## config.mk

```make
export PLATFORM = sky130hd
export DESIGN_NAME = fixed_mult_scheduler
export DESIGN_NICKNAME = d
export VERILOG_FILES = /design/src/rtl/fixed_mult_scheduler.sv
export SDC_FILE = /design/constraint.sdc
export NUM_CORES = 2
export LEC_CHECK = 0
export CAP_MARGIN = 15
export CORE_MARGIN = 3
export CORE_UTILIZATION = 55
export DETAILED_ROUTE_END_ITERATION = 10
export PLACE_DENSITY = 0.77
export SYNTH_ARGS = -nofsm -noshare
export SYNTH_HDL_FRONTEND = slang
export SYNTH_SLANG_ARGS = --single-unit
```

## constraint.sdc

```tcl
create_clock -name clk -period 9.6 [get_ports clk]
set_input_delay 2.4 -clock clk [delete_from_list [all_inputs] [get_ports clk]]
set_output_delay 2.4 -clock clk [all_outputs]
set_load 0.005 [all_outputs]
```

## src/rtl/fixed_mult_scheduler.sv

```systemverilog
// -----------------------------------------------------------------------------
// fixed_mult_scheduler
//
// Round-robin scheduler that shares a single combinational fixed-point
// multiplier between n_req requesters. A granted operand pair is registered
// (stage 1), multiplied, and the product registered (stage 2) together with
// the owning requester index. Sustains one operation per cycle; a handshake
// in cycle T returns its product in cycle T+2.
//
// Ports:
//   clk        in   single clock, all state on the rising edge
//   rst        in   synchronous active-high reset
//   hold       in   suppresses new grants; in-flight ops still complete
//   req_valid  in   [n_req]              per-requester operand pair available
//   req_a      in   [n_req*operand_size] per-requester operand a (slot i at i*operand_size)
//   req_b      in   [n_req*operand_size] per-requester operand b
//   req_ready  out  [n_req]              one-hot-or-zero grant
//   rsp_valid  out  [n_req]              one-hot-or-zero response pulse to owner
//   rsp_id     out  [id_w]               index of the requester owning rsp_c
//   rsp_c      out  [operand_size]       product (holds when no response)
//   busy       out  high while either pipeline stage holds a valid op
//
// Also contains fixed_multiply, the combinational signed Q-format multiplier
// that the scheduler instantiates once.
// -----------------------------------------------------------------------------

// -----------------------------------------------------------------------------
// fixed_multiply
//
// Signed fixed-point multiply with fractional_size fraction bits. Operands
// are sign-extended to operand_size+fractional_size bits, multiplied modulo
// that width, and the result is the window starting at the fraction point:
// truncation toward -inf, wrap on overflow, no saturation.
//
// Ports:
//   a  in   [operand_size]  multiplicand
//   b  in   [operand_size]  multiplier
//   c  out  [operand_size]  product
// -----------------------------------------------------------------------------
module fixed_multiply #(
    parameter int fractional_size = 12,
    parameter int operand_size    = 32
) (
    input  logic [operand_size-1:0] a,
    input  logic [operand_size-1:0] b,
    output logic [operand_size-1:0] c
);
    localparam int PROD_W = operand_size + fractional_size;

    logic signed [PROD_W-1:0] a_ext;
    logic signed [PROD_W-1:0] b_ext;
    logic signed [PROD_W-1:0] prod;

    assign a_ext = {{fractional_size{a[operand_size-1]}}, a};
    assign b_ext = {{fractional_size{b[operand_size-1]}}, b};
    assign prod  = a_ext * b_ext;

    // Arithmetic shift drops the fraction bits (floor); the cast keeps the
    // low operand_size bits, which wraps any overflow.
    assign c = operand_size'(prod >>> fractional_size);
endmodule

module fixed_mult_scheduler #(
    parameter  int fractional_size = 12,
    parameter  int operand_size    = 32,
    parameter  int n_req           = 4,
    localparam int id_w            = $clog2(n_req)
) (
    input  logic                          clk,
    input  logic                          rst,
    input  logic                          hold,
    input  logic [n_req-1:0]              req_valid,
    input  logic [n_req*operand_size-1:0] req_a,
    input  logic [n_req*operand_size-1:0] req_b,
    output logic [n_req-1:0]              req_ready,
    output logic [n_req-1:0]              rsp_valid,
    output logic [id_w-1:0]               rsp_id,
    output logic [operand_size-1:0]       rsp_c,
    output logic                          busy
);
    // Control state
    logic [id_w-1:0]         ptr_q,   ptr_d;
    logic                    s1_v_q,  s1_v_d;
    logic                    s2_v_q,  s2_v_d;
    // Data state
    logic [operand_size-1:0] s1_a_q,  s1_a_d;
    logic [operand_size-1:0] s1_b_q,  s1_b_d;
    logic [id_w-1:0]         s1_id_q, s1_id_d;
    logic [operand_size-1:0] s2_c_q,  s2_c_d;
    logic [id_w-1:0]         s2_id_q, s2_id_d;

    // Arbitration results
    logic                    grant_any;
    logic [id_w-1:0]         grant_id;
    logic [operand_size-1:0] grant_a;
    logic [operand_size-1:0] grant_b;
    logic [operand_size-1:0] mult_c;
    int                      scan_idx;

    // Round-robin search from ptr_q, wrapping modulo n_req. The first valid
    // requester wins; hold masks the grant but keeps the search result unused.
    always_comb begin
        grant_any = 1'b0;
        grant_id  = '0;
        scan_idx  = 0;
        for (int k = 0; k < n_req; k++) begin
            scan_idx = int'(ptr_q) + k;
            if (scan_idx >= n_req) begin
                scan_idx = scan_idx - n_req;
            end
            if (!grant_any && req_valid[scan_idx]) begin
                grant_any = 1'b1;
                grant_id  = id_w'(scan_idx);
            end
        end
        if (hold) begin
            grant_any = 1'b0;
        end
    end

    always_comb begin
        req_ready = '0;
        if (grant_any) begin
            req_ready[grant_id] = 1'b1;
        end
    end

    assign grant_a = req_a[grant_id*operand_size +: operand_size];
    assign grant_b = req_b[grant_id*operand_size +: operand_size];

    // A grant is always a handshake because only valid requesters are granted.
    always_comb begin
        ptr_d = ptr_q;
        if (grant_any) begin
            ptr_d = (grant_id == id_w'(n_req - 1)) ? '0 : grant_id + 1'b1;
        end
    end

    // ---- stage 0 -> stage 1: capture granted operands ----
    always_comb begin
        s1_v_d  = grant_any;
        s1_a_d  = grant_any ? grant_a  : s1_a_q;
        s1_b_d  = grant_any ? grant_b  : s1_b_q;
        s1_id_d = grant_any ? grant_id : s1_id_q;
    end

    fixed_multiply #(
        .fractional_size (fractional_size),
        .operand_size    (operand_size)
    ) u_mult (
        .a (s1_a_q),
        .b (s1_b_q),
        .c (mult_c)
    );

    // ---- stage 1 -> stage 2: register product; hold last result when idle ----
    always_comb begin
        s2_v_d  = s1_v_q;
        s2_c_d  = s1_v_q ? mult_c  : s2_c_q;
        s2_id_d = s1_v_q ? s1_id_q : s2_id_q;
    end

    always_ff @(posedge clk) begin
        if (rst) begin
            ptr_q   <= '0;
            s1_v_q  <= 1'b0;
            s2_v_q  <= 1'b0;
            s1_a_q  <= '0;
            s1_b_q  <= '0;
            s1_id_q <= '0;
            s2_c_q  <= '0;
            s2_id_q <= '0;
        end else begin
            ptr_q   <= ptr_d;
            s1_v_q  <= s1_v_d;
            s2_v_q  <= s2_v_d;
            s1_a_q  <= s1_a_d;
            s1_b_q  <= s1_b_d;
            s1_id_q <= s1_id_d;
            s2_c_q  <= s2_c_d;
            s2_id_q <= s2_id_d;
        end
    end

    // ---- stage 2 outputs ----
    always_comb begin
        rsp_valid = '0;
        if (s2_v_q) begin
            rsp_valid[s2_id_q] = 1'b1;
        end
    end

    assign rsp_id = s2_id_q;
    assign rsp_c  = s2_c_q;
    assign busy   = s1_v_q | s2_v_q;
endmodule
```

### Yosys cells after proc, flatten, opt, wreduce, memory -nomap -nowiden

Cells that the tools add are included.

* bits in registers: 104
* bits of input ports: 263
* logic and storage cells: 73

* $add $sub $neg: 8
* $mul: 1
* $lt $le $gt $ge: 12
* eq/ne operators: 1
* shifts and indexed selects: 2
* multiplexer cells: 32
* bitwise operators: 1
* reductions and logical operators: 8

Operator list (number)
* $shiftx A128 B8 Y32: 2
* $lt A32 B4 Y1 const B: 4
* $mux W32: 4
* $mul A32 B32 Y44: 1
* $mux W1: 15
* $sub A3 B3 Y4 const B: 3
* $mux W2: 5
* $ge A3 B3 Y1 const B: 3
* $bmux W1 S2: 4
* $mux W4: 2
* $add A2 B2 Y3 const B: 2
* $lt A2 B3 Y1 const B: 2
* $logic_and A1 B1 Y1: 5
* $demux W1 S2: 2
* $ge A2 B1 Y1 const B: 2
* $sub A2 B3 Y4 const B: 1
* $add A2 B1 Y3 const B: 1
* $ge A2 B3 Y1 const B: 1
* $logic_not A1 Y1: 3
* $add A2 B1 Y2 const B: 1
* $eq A2 B2 Y1 const B: 1
* $or A1 B1 Y1: 1

### Longest topological paths before layout

* depth in word-level cells: 20
* gate-level depth with buffers: 29
* gate-level depth less buffers: 27

### By module

A second synthesis with hierarchy kept.

* cell total of the unflattened synthesis: 3371
* area total of the unflattened synthesis: 31198.7 um^2

By module, submodules not included
* fixed_multiply: instances 1, cells each 2850, area each 26028.7 um^2
* fixed_mult_scheduler: instances 1, cells each 521, area each 5170.0 um^2

### Worst setup path after synthesis

Ideal clock, no wire load.

* kind: flip-flop to flip-flop
* from: register s1_a_q[17]
* to: register s2_c_q[25] (netlist: rsp_c[25])
* setup time: 0.117 ns
* data arrival time: 6.872 ns
* setup slack: 2.612 ns
* stages on the path, launching flop included: 25
* clock period less this slack: 6.988 ns
* path through: dfxtp_1 > clkbuf_1 > clkbuf_1 > nand2_1 > fa_1 > fa_1 > fa_1 > fa_1 > inv_1 > fa_1 > fa_1 > fa_1 > fa_1 > ha_1 > clkbuf_1 > a21o_1 > a21o_1 > a21oi_1 > o21bai_1 > a21o_1 > a211o_1 > o22ai_1 > o21ai_0 > xor2_1 > a22o_1

* cells in the longest elaborated chain, start to end: 1

RTL lines
* from (decl): RTL line 86 `logic [operand_size-1:0] s1_a_q, s1_a_d;`
* from (signal assigned): RTL line 168 `s1_a_q <= '0;`
* from (signal assigned): RTL line 177 `s1_a_q <= s1_a_d;`
* $mul A32 B32 Y44: RTL line 56 `assign prod = a_ext * b_ext;`
* to (signal assigned): RTL line 171 `s2_c_q <= '0;`
* to (signal assigned): RTL line 180 `s2_c_q <= s2_c_d;`
* to (decl): RTL line 89 `logic [operand_size-1:0] s2_c_q, s2_c_d;`

Every way passes these cells.
A chain may end at the register's enable or synchronous reset.

### Worst setup path in the final report

* from: register s1_b_q[5]
* to: register s2_c_q[31] (netlist: rsp_c[31])

* cells in the longest elaborated chain, start to end: 1

RTL lines
* from (decl): RTL line 87 `logic [operand_size-1:0] s1_b_q, s1_b_d;`
* from (signal assigned): RTL line 169 `s1_b_q <= '0;`
* from (signal assigned): RTL line 178 `s1_b_q <= s1_b_d;`
* $mul A32 B32 Y44: RTL line 56

Every way passes these cells.

==> summary.md <==
| Metric | Value |
|---|---|
| Status | `completed` |
| Initial antenna violation count | `0` |
| Fin crit share | `0.828` |
| Final hold vios | `0` |
| CP Launch Type | `register` |
| Vias | `24800` |
| Worst reg2reg endpoint | `rsp_c[31]$_SDFFE_PP0P_` |
| Top FF cell, synth | `dfxtp_1` |
| Reg-to-Reg Start | `s1_b_q[5]$_SDFFE_PP0P_` |
| Drt wl/cell | `19.5 um` |
| Die Y | `246 um` |
| Synth async-reset ratio | `0` |
| Sink of the worst hold path | `rsp_c[19]$_SDFFE_PP0P_` |
| Area Growth Syn to Fin | `12.5%` |
| Crit path required time | `9.92 ns` |
| Clock latency on the worst-skew pair | `0.40 ns` |
| Total die area | `60400 sq um` |
| Number of synthesized flops with an enable pin | `0` |
| Site Rows | `87` |
| Register-to-Register Path Depth | `25` |
| Post-route ant nets | `0` |
| Maximum clock rate | `126 MHz` |
| Kind of critical path | `register to register` |
| Hold depth | `2` |
| CTS max path bufs | `2` |
| Avg Vias per Cell | `5.46` |
| Leak | `17.1 nW` |
| Pins Over Slew Limit | `0` |
| WL final | `88.7 mm` |
| Mapped Area | `31600 sq um` |
| Initial Utilization | `0.559` |
| Hold Path Class | `register to register` |
| Vias in the first global route | `26900` |
| CTS H-tree depth | `3` |
| Core outline area | `56600 sq um` |
| Largest net degree at the start of global routing | `84` |
| Clock transition at the registers of the reported paths | `0.08 ns` |
| Gate Count Post-Synth | `3637` |
| Grt total ovfl | `0` |
| Ys Warns | `0` |
| CTS tree | `yes` |
| Cts-stage hold buffer count | `0` |
| GRT Total Usage | `0.307` |
| RSZ-0062 raised after global routing | `no` |
| Syn nets | `4808` |
| Detail Placement HPWL | `72.8 mm` |
| Yosys reg bits | `104` |
| Placer Congestion | `0.917` |
| Post-synthesis sequential area ratio | `0.0658` |
| Diode count | `0` |
| Max cap viols | `0` |
| Min cycle time layout | `7.95 ns` |
| Fillers | `4767` |
| Share of layout cells above drive strength 1 | `0.0253` |
| IO buf count | `305` |
| First-pass GRT wire length | `143 mm` |
| Pwr per Cell Area | `130 nW/um^2` |
| Distinct cells, synth | `52` |
| Crit-path max FO | `18` |
| Clock Tree Root | `clkbuf_16` |
| CP Capture Type | `register` |
| Post_cts resized | `0` |
| Clock Sinks | `104` |
| Final Skew | `0.00922 ns` |
| Min Hold Slack | `0.458 ns` |
| Chip width | `246 um` |
| WP data arrival | `8.28 ns` |
| 1st-iter DRT viols | `1456` |
| Peak VDD IR | `0.138 mV` |
| Top-Level Pins | `306` |
| Setup TNS Final | `0 ns` |
| Setup Viol. Count Final | `0` |
| Hold Crit Start | `rsp_c[19]$_SDFFE_PP0P_` |
| Post-CTS Setup Bufs | `0` |
| Syn avg cell area | `8.70 sq um` |
| Drc violations | `0` |
| R2R setup slack | `1.65 ns` |
| Worst-Margin Slew | `1.07 ns` |
| Pre-antenna DRT Iters | `6` |
| CTS Buf Count | `9` |
| Slew HR | `0.287` |
| Layout Nets | `4958` |
[final cells by class]
cell class / instances / area [sq um] / share of cell area
Inverter: 741 / 2780 / 0.0782
Timing Repair Buffer: 368 / 3540 / 0.0996
Tap cell: 756 / 946 / 0.0266
Clock buffer: 11 / 253 / 0.00710
Multi-Input combinational cell: 2563 / 25900 / 0.729
Clock inverter: 5 / 47.5 / 0.00134
Sequential cell: 104 / 2090 / 0.0586
[cells by family (layout without fill, tap and decap cells)]
logic type      count (synthesis)  after routing  share of synthesized area
xor+xnor                       80             80                     0.0222
mux                            26             26                    0.00823
compound gates                239            239                     0.0510
buf+inv                       970           1125                      0.115
flops                         104            104                     0.0658
simple gates                 1310           1310                      0.201
fa+ha+maj                     908            908                      0.536
[where the power goes]
group | total (W) | switching [W] | internal (W)
combinational | 0.00353 | 0.00204 | 0.00148
clock | 0.000397 | 0.000202 | 0.000194
sequential | 0.000685 | 0.000177 | 0.000508
[synthesized netlist by cell type, types with 2 or more instances]
cell      count  share of area
fa_1        745           0.47
inv_1       741          0.088
nand2_1     622          0.074
and2_1      480          0.095
clkbuf_1    214          0.025
ha_1        163          0.064
nor2_1      106          0.013
dfxtp_1     104          0.066
a21oi_1      80          0.013
and3_1       56          0.011
xnor2_1      55          0.015
a311oi_1     53          0.015
mux2i_1      26         0.0082
o21ai_0      25         0.0040
xor2_1       25         0.0069
nor2b_1      16         0.0032
a21o_1       14         0.0033
o22ai_1      14         0.0028
a22oi_1      11         0.0026
buf_1        10         0.0012
nand3_1       7         0.0011
nand2b_1      6         0.0012
a211oi_1      5         0.0012
buf_2         5        0.00079
nand4_1       5        0.00099
nor3_1        5        0.00079
a31oi_1       4        0.00079
o21a_1        4        0.00095
a22o_1        3        0.00083
o21bai_1      3        0.00071
a211o_1       2        0.00055
a211oi_2      2        0.00079
a221oi_1      2        0.00055
nor3b_1       2        0.00047
o211ai_1      2        0.00047
o21ai_1       2        0.00032
o21ai_2       2        0.00055
or2_2         2        0.00040
[critical path: stages (launching register included)]
cell and delay, ns:
dfxtp_1 0.89, buf_4 0.37, and2_1 0.19, fa_1 0.42, fa_1 0.50, fa_1 0.51
inv_1 0.05, fa_1 0.47, inv_1 0.05, fa_1 0.50, inv_1 0.06, fa_1 0.53
inv_1 0.05, fa_1 0.51, fa_1 0.43, ha_1 0.38, nand3_1 0.13, nor2_1 0.15
nand2_1 0.07, o31a_1 0.30, a2111o_1 0.51, a21boi_2 0.26, o21ai_2 0.10, a21oi_2 0.14
xnor2_1 0.10, a211oi_2 0.21
[state kept, by name, summed over array words and instances, names as in the netlist]
signal	cells
rsp_id	2
s1_a_q	32
s1_v_q	1
s2_v_q	1
ptr_q	2
s1_b_q	32
s1_id_q	2
rsp_c	32
[routing by layer]
metal,up-vias,global-route usage,routed length (um)
met5,-,0,0
met4,0,0.153,4970
met3,228,0.0474,6020
met2,983,0.535,44700
met1,12700,0.370,33000
li1,11000,-,-
[cell usage in the layout (no fill, tap or decap), types with 2 or more instances in the layout]
cell type	count
a211o_1	2
a211oi_1	5
a211oi_2	2
a21o_1	14
a21oi_1	80
a221oi_1	2
a22o_1	3
a22oi_1	11
a311oi_1	53
a31oi_1	4
and2_1	480
and3_1	56
buf_4	63
clkbuf_16	9
clkbuf_8	2
clkdlybuf4s50_1	304
dfxtp_1	101
dfxtp_2	3
fa_1	745
ha_1	163
inv_1	739
inv_6	2
mux2i_1	26
nand2_1	622
nand2b_1	5
nand3_1	7
nand4_1	5
nor2_1	106
nor2b_1	16
nor3_1	5
nor3b_1	2
o211ai_1	2
o21a_1	4
o21ai_0	25
o21ai_1	2
o21ai_2	2
o21bai_1	3
o22ai_1	13
xnor2_1	55
xor2_1	25
[how the worst max path moves through the flow]
stage                              to                    start  depth (start not counted)  slack [ns]
2_1_floorplan  rsp_c[25]$_SDFFE_PP0P_  s1_a_q[17]$_SDFFE_PP0P_                         24        2.61
3_3_place_gp             req_ready[3]             req_valid[0]                         10        1.69
3_5_place_dp             req_ready[3]             req_valid[0]                         10        1.66
4_1_cts                  req_ready[3]             req_valid[0]                         10        1.66
5_1_grt        rsp_c[29]$_SDFFE_PP0P_   s1_b_q[9]$_SDFFE_PP0P_                         23        1.36
6_report       rsp_c[31]$_SDFFE_PP0P_   s1_b_q[5]$_SDFFE_PP0P_                         25        1.65
[stage by stage]
step	worst slack, ns	area, sq um	cells	util	total power, W
final	1.65	35600	4548	0.629	0.00461
after global routing	1.36	35600	4548	0.629	0.00505
after CTS	1.66	35600	4547	0.628	0.00462
after detailed placement	1.66	35300	4531	0.623	0.00421
after global placement	1.69	35300	4531	0.623	0.00412
after floorplan	2.61	31600	3637	-	0.00298
(Power assumes the default switching activity.)
